File: src/rtl/shot_controller.sv
// Shot sequencer for the 4x4 cell game: turns a fire edge plus row/column select
// into a timed enable/strobe sequence, counts shots and decides win/loss.
module shot_controller #(
    parameter logic [7:0]  MAX_SHOTS  = 8'd12,
    parameter logic [3:0]  SETTLE_CYC = 4'd3,
    parameter logic [31:0] BOARD_INIT = 32'h0000_0000
) (
    input  logic        clk,
    input  logic        reset,
    input  logic        fire_lvl,
    input  logic [3:0]  sel,
    input  logic        n_row,
    input  logic        mode_add_n,
    input  logic [31:0] cell_state,
    output logic [3:0]  row_en,
    output logic [3:0]  col_en,
    output logic        fire_out,
    output logic        add_n,
    output logic        load_en,
    output logic [31:0] load_pattern,
    output logic [7:0]  shot_cnt,
    output logic        sel_error,
    output logic        won,
    output logic        lost
);

    typedef enum logic [2:0] {
        S_LOAD, S_IDLE, S_FIRE, S_SETTLE, S_CHECK, S_WON, S_LOST
    } state_t;

    state_t      state, state_d;
    logic        fire_prev;
    logic [3:0]  settle_cnt, settle_d;
    logic [3:0]  row_d, col_d;
    logic        fire_d, add_d, load_d, err_d, won_d, lost_d;
    logic [7:0]  cnt_d;
    logic        fire_rise;

    function automatic logic [7:0] sat_inc(input logic [7:0] v);
        return (v == 8'hFF) ? v : v + 8'd1;
    endfunction

    function automatic logic is_one_hot(input logic [3:0] v);
        return (v != 4'd0) && ((v & (v - 4'd1)) == 4'd0);
    endfunction

    assign fire_rise    = fire_lvl & ~fire_prev;
    assign load_pattern = BOARD_INIT;

    always_comb begin
        state_d = state;
        settle_d = settle_cnt;
        row_d   = row_en;
        col_d   = col_en;
        fire_d  = 1'b0;
        add_d   = add_n;
        load_d  = 1'b0;
        cnt_d   = shot_cnt;
        err_d   = sel_error;
        won_d   = won;
        lost_d  = lost;
        case (state)
            S_LOAD: begin
                load_d  = 1'b1;
                cnt_d   = 8'd0;
                won_d   = 1'b0;
                lost_d  = 1'b0;
                err_d   = 1'b0;
                row_d   = 4'd0;
                col_d   = 4'd0;
                state_d = S_IDLE;
            end
            S_IDLE: begin
                if (fire_rise) begin
                    if (is_one_hot(sel)) begin
                        row_d   = n_row ? 4'd0 : sel;
                        col_d   = n_row ? sel : 4'd0;
                        add_d   = mode_add_n;
                        err_d   = 1'b0;
                        state_d = S_FIRE;
                    end else begin
                        err_d = 1'b1;
                    end
                end
            end
            S_FIRE: begin
                fire_d   = 1'b1;
                settle_d = 4'd0;
                state_d  = S_SETTLE;
            end
            // Enables stay up for the strobe cycle plus SETTLE_CYC more.
            S_SETTLE: begin
                if (settle_cnt == SETTLE_CYC) begin
                    row_d   = 4'd0;
                    col_d   = 4'd0;
                    cnt_d   = sat_inc(shot_cnt);
                    state_d = S_CHECK;
                end else begin
                    settle_d = settle_cnt + 4'd1;
                end
            end
            S_CHECK: begin
                if (cell_state == 32'd0) begin
                    won_d   = 1'b1;
                    state_d = S_WON;
                end else if (shot_cnt == MAX_SHOTS) begin
                    lost_d  = 1'b1;
                    state_d = S_LOST;
                end else begin
                    state_d = S_IDLE;
                end
            end
            S_WON, S_LOST: begin
                if (fire_rise) state_d = S_LOAD;
            end
            default: state_d = S_LOAD;
        endcase
    end

    always_ff @(posedge clk or negedge reset) begin
        if (!reset) begin
            state      <= S_LOAD;
            fire_prev  <= 1'b0;
            settle_cnt <= 4'd0;
            row_en     <= 4'd0;
            col_en     <= 4'd0;
            fire_out   <= 1'b0;
            add_n      <= 1'b0;
            load_en    <= 1'b0;
            shot_cnt   <= 8'd0;
            sel_error  <= 1'b0;
            won        <= 1'b0;
            lost       <= 1'b0;
        end else begin
            state      <= state_d;
            fire_prev  <= fire_lvl;
            settle_cnt <= settle_d;
            row_en     <= row_d;
            col_en     <= col_d;
            fire_out   <= fire_d;
            add_n      <= add_d;
            load_en    <= load_d;
            shot_cnt   <= cnt_d;
            sel_error  <= err_d;
            won        <= won_d;
            lost       <= lost_d;
        end
    end

endmodule
File: config.mk
export PLATFORM = sky130hd
export DESIGN_NAME = shot_controller
export DESIGN_NICKNAME = d
export VERILOG_FILES = /design/src/rtl/shot_controller.sv
export SDC_FILE = /design/constraint.sdc
export NUM_CORES = 1
export LEC_CHECK = 0
export CORE_UTILIZATION = 44
export CTS_BUF_LIST = sky130_fd_sc_hd__clkbuf_2 sky130_fd_sc_hd__clkbuf_4 sky130_fd_sc_hd__clkbuf_8
export DETAILED_ROUTE_END_ITERATION = 6
export PLACE_DENSITY = 0.91
export SYNTH_ARGS = -nofsm -noshare
export SYNTH_HDL_FRONTEND = slang
export SYNTH_SLANG_ARGS = --single-unit
File: constraint.sdc
create_clock -name clk -period 4.05 [get_ports clk]
set_clock_uncertainty 0.05 [all_clocks]
set_input_delay 0.81 -clock clk [delete_from_list [all_inputs] [get_ports clk]]
set_output_delay 0.81 -clock clk [all_outputs]
set_load 0.01 [all_outputs]
# Yosys cells after proc, flatten, opt, wreduce, memory -nomap -nowiden
# Cells that the tools add are included.
dict set report totals {
  regBits 30
  input_bits 41
  output_inout_bits 54
  elab_cells 86
}
dict set report classes {
  n_addsub 3
  n_eq_ne 18
  mux 31
  bitwise_logic 3
  reduce_logical 19
}
# cell n
set op_table {}
lappend op_table {{32-bit logical NOT} 1}
lappend op_table {{4-bit 2-to-1 mux} 8}
lappend op_table {{4-bit case mux with 3 select lines} 2}
lappend op_table {{3-bit 2-to-1 mux} 6}
lappend op_table {{2-bit inequality test (second input constant)} 9}
lappend op_table {{3-bit case mux with 6 select lines} 1}
lappend op_table {{8-bit 2-to-1 mux} 2}
lappend op_table {{8-bit case mux with 2 select lines} 1}
lappend op_table {{3-bit equality test (second input constant)} 3}
lappend op_table {{3-bit AND reduction} 3}
lappend op_table {{8-bit by 1-bit adder with 8-bit output (second input constant)} 1}
lappend op_table {{8-bit by 4-bit equality test with 1-bit output (second input constant)} 1}
lappend op_table {{8-bit equality test (second input constant)} 1}
lappend op_table {{4-bit case mux with 2 select lines} 1}
lappend op_table {{4-bit AND reduction} 2}
lappend op_table {{2-bit nonzero test} 4}
lappend op_table {{1-bit 2-to-1 mux} 7}
lappend op_table {{3-bit by 2-bit equality test with 1-bit output (second input constant)} 2}
lappend op_table {{1-bit case mux with 2 select lines} 3}
lappend op_table {{2-bit AND reduction} 3}
lappend op_table {{4-bit by 1-bit adder with 4-bit output (second input constant)} 1}
lappend op_table {{4-bit bitwise AND} 1}
lappend op_table {{4-bit by 2-bit equality test with 1-bit output (second input constant)} 1}
lappend op_table {{4-bit logical NOT} 1}
lappend op_table {{9 further kinds} 9}

# Depth between registers and ports, before layout
dict set report depth {
  word_depth 7
  mapped_depth 7
  mapped_depth_nobuf 6
}

# Least setup slack after synthesis
# No wires, ideal clock.
dict set report synth_path {
  path_type {input -> register}
  startpoint {input sel[1]}
  endpoint {register add_n}
  setup_ps 127
  arrival_time_ps 2008
  required_ps 3873
  setup_slack_ps 1865
  cell_stages 5
  path_buffers 0
  cell_sequence {or4b_1 -> o311ai_1 -> and2_1 -> nand2_1 -> mux2_1}
}
dict set report synth_between {
  elab_chain_len 5
  elab_cells_between_ends 6
  cone_classes {add/sub (1); bitwise (1); reduce/logical (4)}
}
# element line
set synth_rtl {}
lappend synth_rtl {{from (decl)} 11} ;# input logic [3:0] sel,
lappend synth_rtl {{4-bit by 1-bit subtractor with 4-bit output} 44} ;# return (v != 4'd0) && ((v & (v - 4'd1)) == 4'd0);
lappend synth_rtl {{4-bit bitwise AND} 44}
lappend synth_rtl {{4-bit logical NOT} 44}
lappend synth_rtl {{1-bit logical AND *} 44}
lappend synth_rtl {{3-bit AND reduction (no source line) *} n/a}
lappend synth_rtl {{to (signal assigned)} 128} ;# add_n <= 1'b0;
lappend synth_rtl {{to (signal assigned)} 141} ;# add_n <= add_d;
lappend synth_rtl {{to (decl)} 18} ;# output logic add_n,
# Mark *: on every way between the ends. The rest lies on a longest branch, timed or not.
# A chain may end at the register's enable or synchronous reset.

# Worst setup path in the final report
# Same ends and word-level chain as after synthesis.

==> metrics.txt <==
# TYPE chip_impl_metric gauge
chip_impl_metric{name="syn_inst",unit=""} 208
chip_impl_metric{name="syn_area_per_cell",unit="µm²"} 8.93
chip_impl_metric{name="multi_input_area",unit="µm²"} 915
chip_impl_info{name="status",value="finished clean"} 1
chip_impl_metric{name="grt_antenna_before_repair",unit=""} 0
chip_impl_info{name="critPathKind",value="input pin to flip-flop"} 1
chip_impl_info{name="yosysMostFrequentCell",value="sky130_fd_sc_hd__buf_4"} 1
chip_impl_metric{name="global_route.overflow_total",unit=""} 0
chip_impl_metric{name="dp_worst_setup_slack",unit="ps"} 1300
chip_impl_metric{name="drt_pass1_iterations",unit=""} 4
chip_impl_metric{name="instances_no_fill",unit=""} 322
chip_impl_metric{name="cts_resized",unit=""} 0
chip_impl_metric{name="cts.clk_slew.worst_paths",unit="ps"} 60
chip_impl_metric{name="crit_path_max_fanout",unit=""} 5
chip_impl_metric{name="chipWidth",unit="µm"} 67.0
chip_impl_metric{name="cts.path.max_buffers",unit=""} 2
chip_impl_metric{name="placed_cells",unit=""} 314
chip_impl_metric{name="gpl.final_weighted_congestion",unit=""} 0.764
chip_impl_info{name="synthTopCellsByArea",value="sky130_fd_sc_hd__dfrtp_1 40%, sky130_fd_sc_hd__buf_4 13%, sky130_fd_sc_hd__o21ai_0 7.3%"} 1
chip_impl_info{name="critPathCaptureType",value="flip-flop"} 1
chip_impl_metric{name="synth-async-reset-ratio",unit="%"} 100
chip_impl_metric{name="unique_masters_post_synth",unit=""} 42
chip_impl_metric{name="synth.yosys.warnings",unit=""} 0
chip_impl_info{name="synth_flop_cell",value="sky130_fd_sc_hd__dfrtp_1"} 1
chip_impl_metric{name="area_delta_synth_final",unit="%"} 33.1
chip_impl_metric{name="synth-seq-cells",unit=""} 30
chip_impl_metric{name="worstPathRequired",unit="ps"} 4160
chip_impl_metric{name="placement.io_buffers",unit=""} 62
chip_impl_info{name="clock_tree_from_tritoncts",value="yes"} 1
chip_impl_metric{name="worst_skew_pair.late_latency",unit="ps"} 280
chip_impl_metric{name="drive_gt1_share",unit="%"} 6.62
chip_impl_metric{name="drt_iter0_markers",unit=""} 126
chip_impl_metric{name="synth.cell_area",unit="mm²"} 0.00186
chip_impl_metric{name="cap_violations",unit=""} 0
chip_impl_info{name="min_path_type",value="flip-flop to flip-flop"} 1
chip_impl_metric{name="leakage",unit="nW"} 1.06
chip_impl_info{name="grt_setup_unrepaired",value="no"} 1
chip_impl_metric{name="final-max-slew-violation-count",unit=""} 0
chip_impl_metric{name="worst_hold_path.num_cells",unit=""} 1
chip_impl_metric{name="core_area",unit="mm²"} 0.00403
chip_impl_metric{name="fin_setup_tns",unit="ps"} 0
chip_impl_metric{name="synth_seq_area_share",unit="%"} 40.4
chip_impl_metric{name="ios",unit=""} 95
chip_impl_metric{name="post_cts_buffers",unit=""} 0
chip_impl_info{name="critical_path.startpoint_type",value="input pin"} 1
chip_impl_info{name="synth.cells.most_frequent",value="32 x sky130_fd_sc_hd__buf_4, 30 x sky130_fd_sc_hd__dfrtp_1, 27 x sky130_fd_sc_hd__o21ai_0"} 1
chip_impl_metric{name="drc",unit=""} 0
chip_impl_metric{name="final.min_clock_period",unit="ps"} 2470
chip_impl_metric{name="grt_first_pass_wirelength",unit="µm"} 6090
chip_impl_metric{name="peakVddDrop",unit="mV"} 0.197
chip_impl_metric{name="global_route.usage.total",unit="%"} 18.4
chip_impl_metric{name="reg2reg_depth",unit=""} 6
chip_impl_info{name="yosysTopAreaCell",value="sky130_fd_sc_hd__dfrtp_1"} 1
chip_impl_metric{name="cts_num_sinks",unit=""} 30
chip_impl_metric{name="whs",unit="ps"} 456
chip_impl_metric{name="finalWorstSetupSlack",unit="ps"} 1580
chip_impl_metric{name="drt-vias-per-instance",unit=""} 5.11
chip_impl_metric{name="via_count_of_the_first_global_routing_pass",unit=""} 1388
chip_impl_metric{name="cts-htree-levels",unit=""} 2
chip_impl_metric{name="placementRows",unit=""} 23
chip_impl_metric{name="timing.final.crit_share",unit="%"} 61.0
chip_impl_metric{name="die_h",unit="µm"} 67.0
chip_impl_metric{name="detail-route-antenna-nets",unit=""} 0
chip_impl_metric{name="regArea",unit="µm²"} 751
chip_impl_metric{name="post_cts_hold_buffer_count",unit=""} 0
chip_impl_metric{name="synth-edff-count",unit=""} 0
chip_impl_metric{name="num-nets-final",unit=""} 315
chip_impl_metric{name="die-area",unit="mm²"} 0.00449
chip_impl_metric{name="grt_max_degree",unit=""} 31
chip_impl_metric{name="dr_total_vias",unit=""} 1647
chip_impl_info{name="ctsRootBufferMaster",value="sky130_fd_sc_hd__clkbuf_8"} 1
chip_impl_metric{name="timing.critical_path.arrival",unit="ps"} 2590
chip_impl_metric{name="hold_viol_final",unit=""} 0
chip_impl_metric{name="antenna-diode-count",unit=""} 0
chip_impl_metric{name="avgRoutedWirePerCell",unit="µm"} 11.3
chip_impl_metric{name="initial_core_util",unit="%"} 46.1
chip_impl_metric{name="setup_viol_count_final",unit=""} 0
chip_impl_metric{name="dp_hpwl",unit="µm"} 2860
chip_impl_metric{name="synth_top_area_share",unit="%"} 40.4
chip_impl_metric{name="max_freq",unit="MHz"} 405
chip_impl_metric{name="postRouteWirelength",unit="µm"} 3640
chip_impl_metric{name="pwr_density_cell",unit="mW/mm²"} 516
chip_impl_metric{name="number_of_buffers_added_by_the_clock_tree_synthesis_step",unit=""} 5
chip_impl_metric{name="number_of_fill_cells_in_the_layout",unit=""} 346
## final cells by class
cell class                 count  area share (%)
multi-input combinational    165            37.0
sequential                    30            30.3
timing repair buffer          63            25.4
clock buffer                   7            3.64
tap                           50            2.53
inverter                       6           0.910
clock inverter                 1           0.202
## worst max-delay path, cell delays in order
cell	delay [ps]
sky130_fd_sc_hd__clkdlybuf4s50_1	470
sky130_fd_sc_hd__or4b_1	550
sky130_fd_sc_hd__o311ai_1	150
sky130_fd_sc_hd__and2_1	220
sky130_fd_sc_hd__nand2_1	80
sky130_fd_sc_hd__mux2_1	310
## worst paths after layout
kind                                           end  slack (ps)                      start
setup / recovery                 add_n$_DFFE_PN0P_        1580                     sel[1]
hold / removal                   add_n$_DFFE_PN0P_         460          add_n$_DFFE_PN0P_
setup reg to reg           shot_cnt[7]$_DFFE_PN0P_        2070  settle_cnt[0]$_DFFE_PN0P_
hold reg to reg                  add_n$_DFFE_PN0P_         460          add_n$_DFFE_PN0P_
max in group asynchronous        load_en$_DFF_PN0_        2820                      reset
min in group asynchronous       fire_out$_DFF_PN0_         860                      reset
## routing by layer
metal  up-vias  part of all wire, %  global-route usage (%)
li1        799                    -                       -
met4         0                  1.6                    7.98
met1       764                   39                    22.5
met5         -                    0                       0
met3         6                  7.9                    5.82
met2        78                   51                    29.4
## flip-flops by register name, indices dropped and copies added (netlist names)
register    count
add_n           1
col_en          4
fire_out        1
fire_prev       1
load_en         1
lost            1
row_en          4
sel_error       1
settle_cnt      4
shot_cnt        8
state           3
won             1
## cell usage in the layout, fill, tap and decap left out, types with 2 or more instances in the layout
cell type                         synthesis  final
sky130_fd_sc_hd__a21oi_1                 11     11
sky130_fd_sc_hd__and2_1                   3      3
sky130_fd_sc_hd__clkbuf_8                 0      6
sky130_fd_sc_hd__clkdlybuf4s50_1          0     62
sky130_fd_sc_hd__conb_1                   1     32
sky130_fd_sc_hd__dfrtp_1                 30     30
sky130_fd_sc_hd__ha_1                     3      3
sky130_fd_sc_hd__inv_1                    5      5
sky130_fd_sc_hd__nand2_1                 20     20
sky130_fd_sc_hd__nand2b_1                 4      4
sky130_fd_sc_hd__nand3_1                  7      7
sky130_fd_sc_hd__nand4_1                  7      7
sky130_fd_sc_hd__nor2_1                   7      7
sky130_fd_sc_hd__nor2b_1                  2      2
sky130_fd_sc_hd__nor3_1                   2      2
sky130_fd_sc_hd__nor4_1                   9      9
sky130_fd_sc_hd__o21ai_0                 27     27
sky130_fd_sc_hd__or2b_1                   2      2
sky130_fd_sc_hd__or3_1                    6      6
sky130_fd_sc_hd__or4b_1                   2      2
sky130_fd_sc_hd__xnor2_1                  2      2
sky130_fd_sc_hd__xor2_1                   2      2
## cells by family after synthesis
logic type | count (synthesis) | share of synthesized area [%]
AO/OA/AOI/OAI | 46 | 14.3
XOR/XNOR | 4 | 1.89
adder cells (fa/ha/maj) | 3 | 2.02
buffers and inverters | 44 | 16.6
flip-flops | 30 | 40.4
multiplexers | 1 | 0.606
other | 1 | 0.202
AND/OR/NAND/NOR | 79 | 24.0
## through the flow
step | util, % | total power, mW | cell area [µm²]
finish | 61.4 | 1.28 | 2470
global route | 61.4 | 1.38 | 2470
CTS | 61.4 | 1.29 | 2470
detailed placement | 59.0 | 1.03 | 2380
global placement | 59.0 | 1.02 | 2380
floorplan | - | 0.844 | 1970
## power by group
| group | switching [mW] | internal [mW] |
|---|---|---|
| clock network | 0.103 | 0.143 |
| logic | 0.282 | 0.263 |
| registers | 0.0924 | 0.391 |
(Power assumes the default switching activity.)
